[config.mk]
export PLATFORM = sky130hd
export DESIGN_NAME = rpsc_interlock_seq_flat
export DESIGN_NICKNAME = d
export VERILOG_FILES = /design/src/rtl/rpsc_interlock_seq_if.sv /design/src/rtl/rpsc_interlock_seq.sv /design/src/flat_wrapper.sv
export SDC_FILE = /design/constraint.sdc
export NUM_CORES = 1
export LEC_CHECK = 0
export CAP_MARGIN = 20
export CORE_MARGIN = 1
export CORE_UTILIZATION = 30
export CTS_CLUSTER_DIAMETER = 80
export DETAILED_ROUTE_END_ITERATION = 7
export PLACE_DENSITY = 0.53
export SLEW_MARGIN = 15
export SYNTH_ARGS = -nofsm -noshare
export SYNTH_HDL_FRONTEND = slang
export SYNTH_SLANG_ARGS = --single-unit
[constraint.sdc]
create_clock -name clk -period 2.5 [get_ports clk]
set_input_delay 0.25 -clock clk [delete_from_list [all_inputs] [get_ports clk]]
set_output_delay 0.25 -clock clk [all_outputs]
set_load 0.02 [all_outputs]
[src/rtl/rpsc_interlock_seq_if.sv]
// Signal bundle between the RF power-supply interlock sequencer and its controller.
// The controller side drives the alarm, status and operator inputs; the sequencer drives enables and status.
interface rpsc_interlock_seq_if;
    logic       i_Not_G1_Alarm;
    logic       i_Not_AN_Alarm;
    logic       i_Not_G1_ON_PERM;
    logic       i_Not_G1_OK;
    logic       i_Not_AN_OK;
    logic       i_Start;
    logic       i_Stop;
    logic       i_Ack;
    logic       o_G1_EN;
    logic       o_AN_EN;
    logic       o_Ready;
    logic       o_Fault;
    logic [2:0] o_Fault_Code;
    logic [2:0] o_State;

    modport master (
        output i_Not_G1_Alarm, i_Not_AN_Alarm, i_Not_G1_ON_PERM, i_Not_G1_OK,
               i_Not_AN_OK, i_Start, i_Stop, i_Ack,
        input  o_G1_EN, o_AN_EN, o_Ready, o_Fault, o_Fault_Code, o_State
    );

    modport slave (
        input  i_Not_G1_Alarm, i_Not_AN_Alarm, i_Not_G1_ON_PERM, i_Not_G1_OK,
               i_Not_AN_OK, i_Start, i_Stop, i_Ack,
        output o_G1_EN, o_AN_EN, o_Ready, o_Fault, o_Fault_Code, o_State
    );
endinterface

[src/rtl/rpsc_interlock_seq.sv]
// Interlock sequencer: ramps the G1 supply then the anode supply, supervises both while running,
// and latches the first fault cause until the operator acknowledges with alarms clear.
module rpsc_interlock_seq #(
    parameter int G1_TIMEOUT = 256,
    parameter int AN_TIMEOUT = 512
) (
    input logic                 clk,
    input logic                 reset,
    rpsc_interlock_seq_if.slave bus
);

    localparam int CNT_LIMIT = (G1_TIMEOUT > AN_TIMEOUT) ? G1_TIMEOUT : AN_TIMEOUT;
    localparam int CW        = $clog2(CNT_LIMIT + 1);

    localparam logic [CW-1:0] CNT_SAT = '1;
    localparam logic [CW-1:0] G1_LAST = CW'(G1_TIMEOUT - 1);
    localparam logic [CW-1:0] AN_LAST = CW'(AN_TIMEOUT - 1);

    localparam logic [2:0] ST_IDLE    = 3'd0;
    localparam logic [2:0] ST_G1_RAMP = 3'd1;
    localparam logic [2:0] ST_AN_RAMP = 3'd2;
    localparam logic [2:0] ST_RUN     = 3'd3;
    localparam logic [2:0] ST_FAULT   = 3'd4;

    localparam logic [2:0] FC_NONE       = 3'd0;
    localparam logic [2:0] FC_G1_ALARM   = 3'd1;
    localparam logic [2:0] FC_AN_ALARM   = 3'd2;
    localparam logic [2:0] FC_G1_TIMEOUT = 3'd3;
    localparam logic [2:0] FC_AN_TIMEOUT = 3'd4;
    localparam logic [2:0] FC_G1_LOST    = 3'd5;
    localparam logic [2:0] FC_AN_LOST    = 3'd6;

    logic [2:0]    state;
    logic [2:0]    state_nx;
    logic [2:0]    fault_code;
    logic [2:0]    code_nx;
    logic [2:0]    fault_sel;
    logic [CW-1:0] cnt;

    logic g1_alarm;
    logic an_alarm;
    logic alarms_clear;
    logic g1_not_ok;
    logic an_not_ok;

    assign g1_alarm     = !bus.i_Not_G1_Alarm;
    assign an_alarm     = !bus.i_Not_AN_Alarm;
    assign alarms_clear = !g1_alarm && !an_alarm;
    assign g1_not_ok    = bus.i_Not_G1_OK;
    assign an_not_ok    = bus.i_Not_AN_OK;

    // Fault cause for the active states, highest priority first; FC_NONE when healthy.
    always_comb begin
        // NOTE: every combinational output gets a default first so no path can infer a latch.
        fault_sel = FC_NONE;
        if (g1_alarm)
            fault_sel = FC_G1_ALARM;
        else if (an_alarm)
            fault_sel = FC_AN_ALARM;
        else if ((state == ST_AN_RAMP || state == ST_RUN) && g1_not_ok)
            fault_sel = FC_G1_LOST;
        else if (state == ST_RUN && an_not_ok)
            fault_sel = FC_AN_LOST;
        else if (state == ST_G1_RAMP && g1_not_ok && cnt == G1_LAST)
            fault_sel = FC_G1_TIMEOUT;
        else if (state == ST_AN_RAMP && an_not_ok && cnt == AN_LAST)
            fault_sel = FC_AN_TIMEOUT;
    end

    always_comb begin
        state_nx = state;
        code_nx  = fault_code;
        case (state)
            ST_IDLE: begin
                if (!bus.i_Stop && bus.i_Start && alarms_clear && !bus.i_Not_G1_ON_PERM)
                    state_nx = ST_G1_RAMP;
            end
            ST_G1_RAMP, ST_AN_RAMP, ST_RUN: begin
                if (fault_sel != FC_NONE) begin
                    state_nx = ST_FAULT;
                    code_nx  = fault_sel;
                end else if (bus.i_Stop) begin
                    state_nx = ST_IDLE;
                end else if (state == ST_G1_RAMP && !g1_not_ok) begin
                    state_nx = ST_AN_RAMP;
                end else if (state == ST_AN_RAMP && !an_not_ok) begin
                    state_nx = ST_RUN;
                end
            end
            ST_FAULT: begin
                // The code is held here untouched, so only the first fault is ever visible.
                if (bus.i_Ack && alarms_clear) begin
                    state_nx = ST_IDLE;
                    code_nx  = FC_NONE;
                end
            end
            default: begin
                state_nx = ST_IDLE;
                code_nx  = FC_NONE;
            end
        endcase
    end

    // Outputs are registered from the next-state values so they change on the same edge as the state.
    always_ff @(posedge clk) begin
        // NOTE: sequential state uses non-blocking assignments so every flop samples pre-edge values.
        if (reset) begin
            state            <= ST_IDLE;
            fault_code       <= FC_NONE;
            cnt              <= '0;
            bus.o_G1_EN      <= 1'b0;
            bus.o_AN_EN      <= 1'b0;
            bus.o_Ready      <= 1'b0;
            bus.o_Fault      <= 1'b0;
            bus.o_Fault_Code <= FC_NONE;
            bus.o_State      <= ST_IDLE;
        end else begin
            state      <= state_nx;
            fault_code <= code_nx;

            if (state_nx != state)
                cnt <= '0;
            else if ((state == ST_G1_RAMP || state == ST_AN_RAMP) && cnt != CNT_SAT)
                cnt <= cnt + CW'(1);

            bus.o_G1_EN      <= (state_nx == ST_G1_RAMP) || (state_nx == ST_AN_RAMP) ||
                                (state_nx == ST_RUN);
            bus.o_AN_EN      <= (state_nx == ST_AN_RAMP) || (state_nx == ST_RUN);
            bus.o_Ready      <= (state_nx == ST_RUN);
            bus.o_Fault      <= (state_nx == ST_FAULT);
            bus.o_Fault_Code <= code_nx;
            bus.o_State      <= state_nx;
        end
    end

endmodule

[src/flat_wrapper.sv]
// flat-port wrapper written by rule: the top's interface ports become plain ports
module rpsc_interlock_seq_flat 
#(
    parameter int G1_TIMEOUT = 256,
    parameter int AN_TIMEOUT = 512
)
  (clk, reset, bus_i_Not_G1_Alarm, bus_i_Not_AN_Alarm, bus_i_Not_G1_ON_PERM, bus_i_Not_G1_OK, bus_i_Not_AN_OK, bus_i_Start, bus_i_Stop, bus_i_Ack, bus_o_G1_EN, bus_o_AN_EN, bus_o_Ready, bus_o_Fault, bus_o_Fault_Code, bus_o_State);
  rpsc_interlock_seq_if bus_i ();
  input logic clk;
  input logic reset;
  input wire logic [$bits(bus_i.i_Not_G1_Alarm)-1:0] bus_i_Not_G1_Alarm;
  input wire logic [$bits(bus_i.i_Not_AN_Alarm)-1:0] bus_i_Not_AN_Alarm;
  input wire logic [$bits(bus_i.i_Not_G1_ON_PERM)-1:0] bus_i_Not_G1_ON_PERM;
  input wire logic [$bits(bus_i.i_Not_G1_OK)-1:0] bus_i_Not_G1_OK;
  input wire logic [$bits(bus_i.i_Not_AN_OK)-1:0] bus_i_Not_AN_OK;
  input wire logic [$bits(bus_i.i_Start)-1:0] bus_i_Start;
  input wire logic [$bits(bus_i.i_Stop)-1:0] bus_i_Stop;
  input wire logic [$bits(bus_i.i_Ack)-1:0] bus_i_Ack;
  output wire logic [$bits(bus_i.o_G1_EN)-1:0] bus_o_G1_EN;
  output wire logic [$bits(bus_i.o_AN_EN)-1:0] bus_o_AN_EN;
  output wire logic [$bits(bus_i.o_Ready)-1:0] bus_o_Ready;
  output wire logic [$bits(bus_i.o_Fault)-1:0] bus_o_Fault;
  output wire logic [$bits(bus_i.o_Fault_Code)-1:0] bus_o_Fault_Code;
  output wire logic [$bits(bus_i.o_State)-1:0] bus_o_State;
  assign bus_i.i_Not_G1_Alarm = bus_i_Not_G1_Alarm;
  assign bus_i.i_Not_AN_Alarm = bus_i_Not_AN_Alarm;
  assign bus_i.i_Not_G1_ON_PERM = bus_i_Not_G1_ON_PERM;
  assign bus_i.i_Not_G1_OK = bus_i_Not_G1_OK;
  assign bus_i.i_Not_AN_OK = bus_i_Not_AN_OK;
  assign bus_i.i_Start = bus_i_Start;
  assign bus_i.i_Stop = bus_i_Stop;
  assign bus_i.i_Ack = bus_i_Ack;
  assign bus_o_G1_EN = bus_i.o_G1_EN;
  assign bus_o_AN_EN = bus_i.o_AN_EN;
  assign bus_o_Ready = bus_i.o_Ready;
  assign bus_o_Fault = bus_i.o_Fault;
  assign bus_o_Fault_Code = bus_i.o_Fault_Code;
  assign bus_o_State = bus_i.o_State;
  rpsc_interlock_seq #(.G1_TIMEOUT(G1_TIMEOUT), .AN_TIMEOUT(AN_TIMEOUT)) u_core (.clk(clk), .reset(reset), .bus(bus_i));
endmodule
# Yosys cells after proc, flatten, opt, wreduce, memory -nomap -nowiden
# Index checks and enable logic that the tools add are counted.
# classes
n_mux,16
add_sub_neg,1
n_reduce_logical,28
n_eq_ne,14
bitwise_logic,1
# op_table
op,n
two-way mux 3 bit,14
one-hot mux 3 bit (3 select lines),2
logical AND 1 bit,14
equality test 3 x 2 -> 1 bit (second input constant),4
adder 10 x 1 -> 10 bit (second input constant),1
equality test 10 x 8 -> 1 bit (second input constant),1
equality test 10 x 9 -> 1 bit (second input constant),1
!= test 10 bit (second input constant),1
equality test 3 x 1 -> 1 bit (second input constant),2
equality test 3 bit (second input constant),2
logical OR 1 bit,5
zero test 1 bit,4
!= test 2 x 1 -> 1 bit (second input constant),2
zero test 3 bit,1
!= test 3 bit,1
AND reduction 3 bit,1
nonzero test 3 bit,1
OR reduction 3 bit,1
OR reduction 2 bit,1
inverter 1 bit,1
# totals
out_inout_bits,10
in_bits,10
register_bits,20

# Depth between registers and ports, before layout
# logic_depth
ltp_word,15
depth_mapped,7
depth_no_buf,6

# Worst setup path before layout
# OpenSTA, ideal clock, no wires.
# synth_path
kind,register to register
start,reg u_core.bus.o_State[1] (netlist name)
end,reg u_core.cnt[9]
path_slack_ps,587
period_less_slack_ps,1913
path_stages_with_launch,7
t_arrival_ps,1780
path_cell_list,dfxtp_1 > buf_6 > or4b_4 > nor4_4 > a311oi_2 > a32oi_4 > nor4_1
# synth_lines
item,line_no,source
end signal: assignment,rpsc_interlock_seq.sv:124,cnt <= cnt + CW'(1);
end: declaration,rpsc_interlock_seq.sv:38,logic [CW-1:0] cnt;

# Final worst setup path
# layout_path
start,reg u_core.cnt[0]
end,reg u_core.cnt[9]
# layout_via
elab_chain_len,13
word_cells_on_any_way,18
cone_classes,add/sub: 1; eq/ne: 4; mux: 8; reduce/logical: 5
# layout_lines
item,line_no,source
equality test 10 x 9 -> 1 bit,rpsc_interlock_seq.sv:66,else if (state == ST_AN_RAMP && an_not_ok && cnt == AN_LAST)
logical AND 1 bit,rpsc_interlock_seq.sv:66,
two-way mux 3 bit,rpsc_interlock_seq.sv:66,
two-way mux 3 bit,rpsc_interlock_seq.sv:64,else if (state == ST_G1_RAMP && g1_not_ok && cnt == G1_LAST)
two-way mux 3 bit,rpsc_interlock_seq.sv:62,else if (state == ST_RUN && an_not_ok)
two-way mux 3 bit,rpsc_interlock_seq.sv:60,else if ((state == ST_AN_RAMP || state == ST_RUN) && g1_not_ok)
two-way mux 3 bit,rpsc_interlock_seq.sv:58,else if (an_alarm)
two-way mux 3 bit,rpsc_interlock_seq.sv:56,if (g1_alarm)
nonzero test 3 bit,rpsc_interlock_seq.sv:79,if (fault_sel != FC_NONE) begin
two-way mux 3 bit,rpsc_interlock_seq.sv:79,
one-hot mux 3 bit (3 select lines),rpsc_interlock_seq.sv:73,case (state)
!= test 3 bit,rpsc_interlock_seq.sv:121,if (state_nx != state)
OR reduction 2 bit (no source line),-,
# Parallel ways exist; a longest one is shown, timed or not.
# A chain may end at the register's enable or synchronous reset.

==> reports/qor.txt <==
Startpoint class of the critical path -> flip-flop
Overall global routing resource usage -> 0.156
Final hold violation count -> 0
Diode insertion count for antenna repair -> 0
Wire length of the first global-routing pass -> 4.97 mm
Worst slew pin tran -> 0.496 ns
Cell area power density -> 490 nW/um2
FF-to-FF path depth -> 7
CTS H-Tree Depth -> 1
Reg power frac -> 0.455
Die area -> 3960 um2
Drt via density -> 5.28
Final core area utilization -> 0.417
Setup TNS Final -> 0 ns
Number of global-route vias before repair -> 1054
Post-layout net count -> 164
Die Y-Extent -> 63.0 um
Maximum number of pins on one net before global-route repair -> 13
Peak Freq -> 439 MHz
Launch point of the critical path -> u_core.cnt[0]
Worst Skew -> 0.0136 ns
Area of the mapped netlist -> 1110 um2
Root Buffer -> clkbuf_8
Post-synthesis area per instance -> 8.71 um2
Number of flops mapped to enable cells by yosys -> 0
Vias -> 1045
Element type at the critical path end -> flip-flop
Number of sinks on the clock net -> 20
Synth Warn # -> 0
Number of gates given a new drive strength after cts -> 0
Total number of placement rows -> 21
Cell types with the highest counts after synthesis -> 20 x dfxtp_1, 13 x nor3_1, 12 x nor2_1
Number of antenna violations at the first check in global routing -> 0
CP Class -> reg2reg
Max Slew Vio Count -> 0
Number of standard cells after synthesis -> 128
Core box area -> 3440 um2
Clock-pin slew reported for the worst setup and hold paths after clock tree synthesis -> 0.09 ns
Detail Route Antenna Nets -> 0
Fraction of power consumed by the clock network -> 0.472
RSZ-0062 raised after global routing -> false
Number of setup violations in the final report -> 0
Cts-stage hold buffer count -> 0
DRC violation count after routing -> 0
Top Ports -> 20
Internal power summed over all cells -> 0.000559 W
Worst R2R Setup Slack -> 0.22 ns
Tcrit/Tclk final -> 0.911
CP arrival -> 2.46 ns
Worst VDD drop -> 0.253 mV
Fraction of final layout cells with drive strength greater than 1 -> 0.112
Clock tree buffer depth -> 2
TritonCTS clock tree -> done
Horizontal extent of the die -> 63.0 um
Half-perimeter wire length after detailed placement -> 2.14 mm
Maximum net fanout on the critical path -> 10
Count of buffers from port buffering -> 19
Initial Util -> 0.324
Async set-or-reset flop fraction in the synthesized netlist -> 0
First-iteration detailed-routing DRC count -> 66
Placer Congestion -> 0.866
Clock latency at the later pin of the worst-skew pair -> 0.27 ns
Leakage dissipation -> 0.489 nW
Number of max-cap violations -> 0
Area share of the leading cell type in the synthesized netlist -> 0.359
Worst r2r src -> u_core.cnt[0]
Biggest area consumer among synthesized cells -> dfxtp_1
Top area cells in the synthesized netlist -> dfxtp_1 36%, nor3_1 5.8%, xor2_1 5.5%
Switching share of total power -> 0.206
Part of the power in combinational logic -> 0.073
Share of the yosys chip area belonging to registers -> 0.359
Final worst path period need -> 2.28 ns
Top_reg_cell synth -> dfxtp_1
Routed wire per std cell -> 13.9 um
Remaining global-route overflow -> 0
Slew HR -> 0.665
TritonCTS Buffers -> 3
Number of nets produced by synthesis -> 139
Number of buffers inserted to repair setup after CTS -> 0
Relative area change from synthesis to final layout -> 28.8%
Net Switching -> 0.000145 W
Status -> finished clean
Data required time at the worst endpoint -> 2.68 ns
Number of detailed-route iterations in the first pass -> 4
Worst reg2reg endpoint -> u_core.cnt[9]
Dominant cell by count in the synthesized netlist -> dfxtp_1
Number of different library cells in the post-synthesis netlist -> 38
Synthesis-stage register bit count -> 20
Type of the tightest min-delay check -> reg2reg
Capturing instance or port of the critical path -> u_core.cnt[9]
Routed Wire Length -> 2.75 mm
==> cell families after synthesis <==
family | after synthesis | synth area share
AO/OA/AOI/OAI | 21 | 0.158
XOR/XNOR | 8 | 0.0629
adder cells (fa/ha/maj) | 1 | 0.0112
buffers and inverters | 11 | 0.0584
flip-flops | 20 | 0.359
multiplexers | 2 | 0.0180
AND/OR/NAND/NOR | 65 | 0.332
==> worst max-delay path, cell delays in order, from the launching register on <==
cell and delay, ns:
dfxtp_1 0.36, ha_1 0.24, nand4_1 0.23, nor4_1 0.13
o41ai_1 0.53, o211ai_1 0.21, buf_4 0.22, nor4_1 0.26
==> registers in the layout (all words and copies together), names as in the netlist <==
register / flops
u_core.bus.o_AN_EN: 1
u_core.bus.o_Fault: 1
u_core.bus.o_Fault_Code: 3
u_core.bus.o_G1_EN: 1
u_core.bus.o_Ready: 1
u_core.bus.o_State: 3
u_core.cnt: 10
==> layout make-up <==
cell class | instances | area [um2]
Multi-Input combinational cell | 97 | 649
Clock inverter | 1 | 30.0
Inverter | 6 | 22.5
Fill cell | 347 | 2010
Clock buffer | 3 | 41.3
Timing Repair Buffer | 25 | 235
Tap cell | 46 | 57.6
Sequential cell | 20 | 400
==> through the flow <==
step           cell area [um2]  total power (W)  instances  worst slack, ns  hold slack [ns]
5_1_grt                   1440         0.000727        198            0.119            0.544
6_report                  1440         0.000704        198            0.223            0.501
4_1_cts                   1440         0.000707        198            0.249            0.505
2_1_floorplan             1110         0.000352        128            0.587            0.406
3_5_place_dp              1370         0.000379        194            0.140            0.488
3_3_place_gp              1370         0.000378        194            0.171            0.484
==> routing by layer <==
layer / global-route usage / routed length (um)
met5: 0 / 0
met3: 0.0347 / 98
met2: 0.250 / 1260
met4: 0.0349 / 18
met1: 0.212 / 1370
==> placed cells by master, fill, tap and decap left out, types with 3 or more instances in the layout <==
cell type | Yosys | layout
a21oi_1 | 6 | 6
and4_1 | 3 | 3
buf_4 | 0 | 6
clkbuf_8 | 0 | 3
clkdlybuf4s50_1 | 0 | 19
dfxtp_1 | 20 | 20
inv_1 | 6 | 6
nand2_1 | 8 | 8
nand2b_1 | 3 | 3
nand3_1 | 9 | 9
nand4_1 | 3 | 3
nor2_1 | 12 | 12
nor3_1 | 13 | 13
nor4_1 | 4 | 4
xor2_1 | 7 | 7
==> worst min-delay path by stage <==
stage	startpoint	to	slack, ns	depth (start not counted)
floorplan	bus_i_Not_G1_Alarm	u_core.bus.o_Fault_Code[1]	0.41	2
global placement	u_core.bus.o_Fault_Code[2]	u_core.bus.o_Fault_Code[2]	0.48	2
detailed placement	u_core.bus.o_Fault_Code[1]	u_core.bus.o_Fault_Code[1]	0.49	2
CTS	u_core.bus.o_Fault_Code[1]	u_core.bus.o_Fault_Code[1]	0.51	2
global route	u_core.bus.o_Fault_Code[1]	u_core.bus.o_Fault_Code[1]	0.54	2
finish	u_core.bus.o_Fault_Code[1]	u_core.bus.o_Fault_Code[1]	0.50	2
==> power by group through the flow <==
stage | Clock [W] | Combinational (W) | Sequential (W)
2_1_floorplan | 0 | 0.0000232 | 0.000328
3_3_place_gp | 0 | 0.0000504 | 0.000328
3_5_place_dp | 0 | 0.0000509 | 0.000328
4_1_cts | 0.000336 | 0.0000510 | 0.000320
5_1_grt | 0.000350 | 0.0000556 | 0.000321
6_report | 0.000332 | 0.0000516 | 0.000320
(Power assumes the default switching activity.)
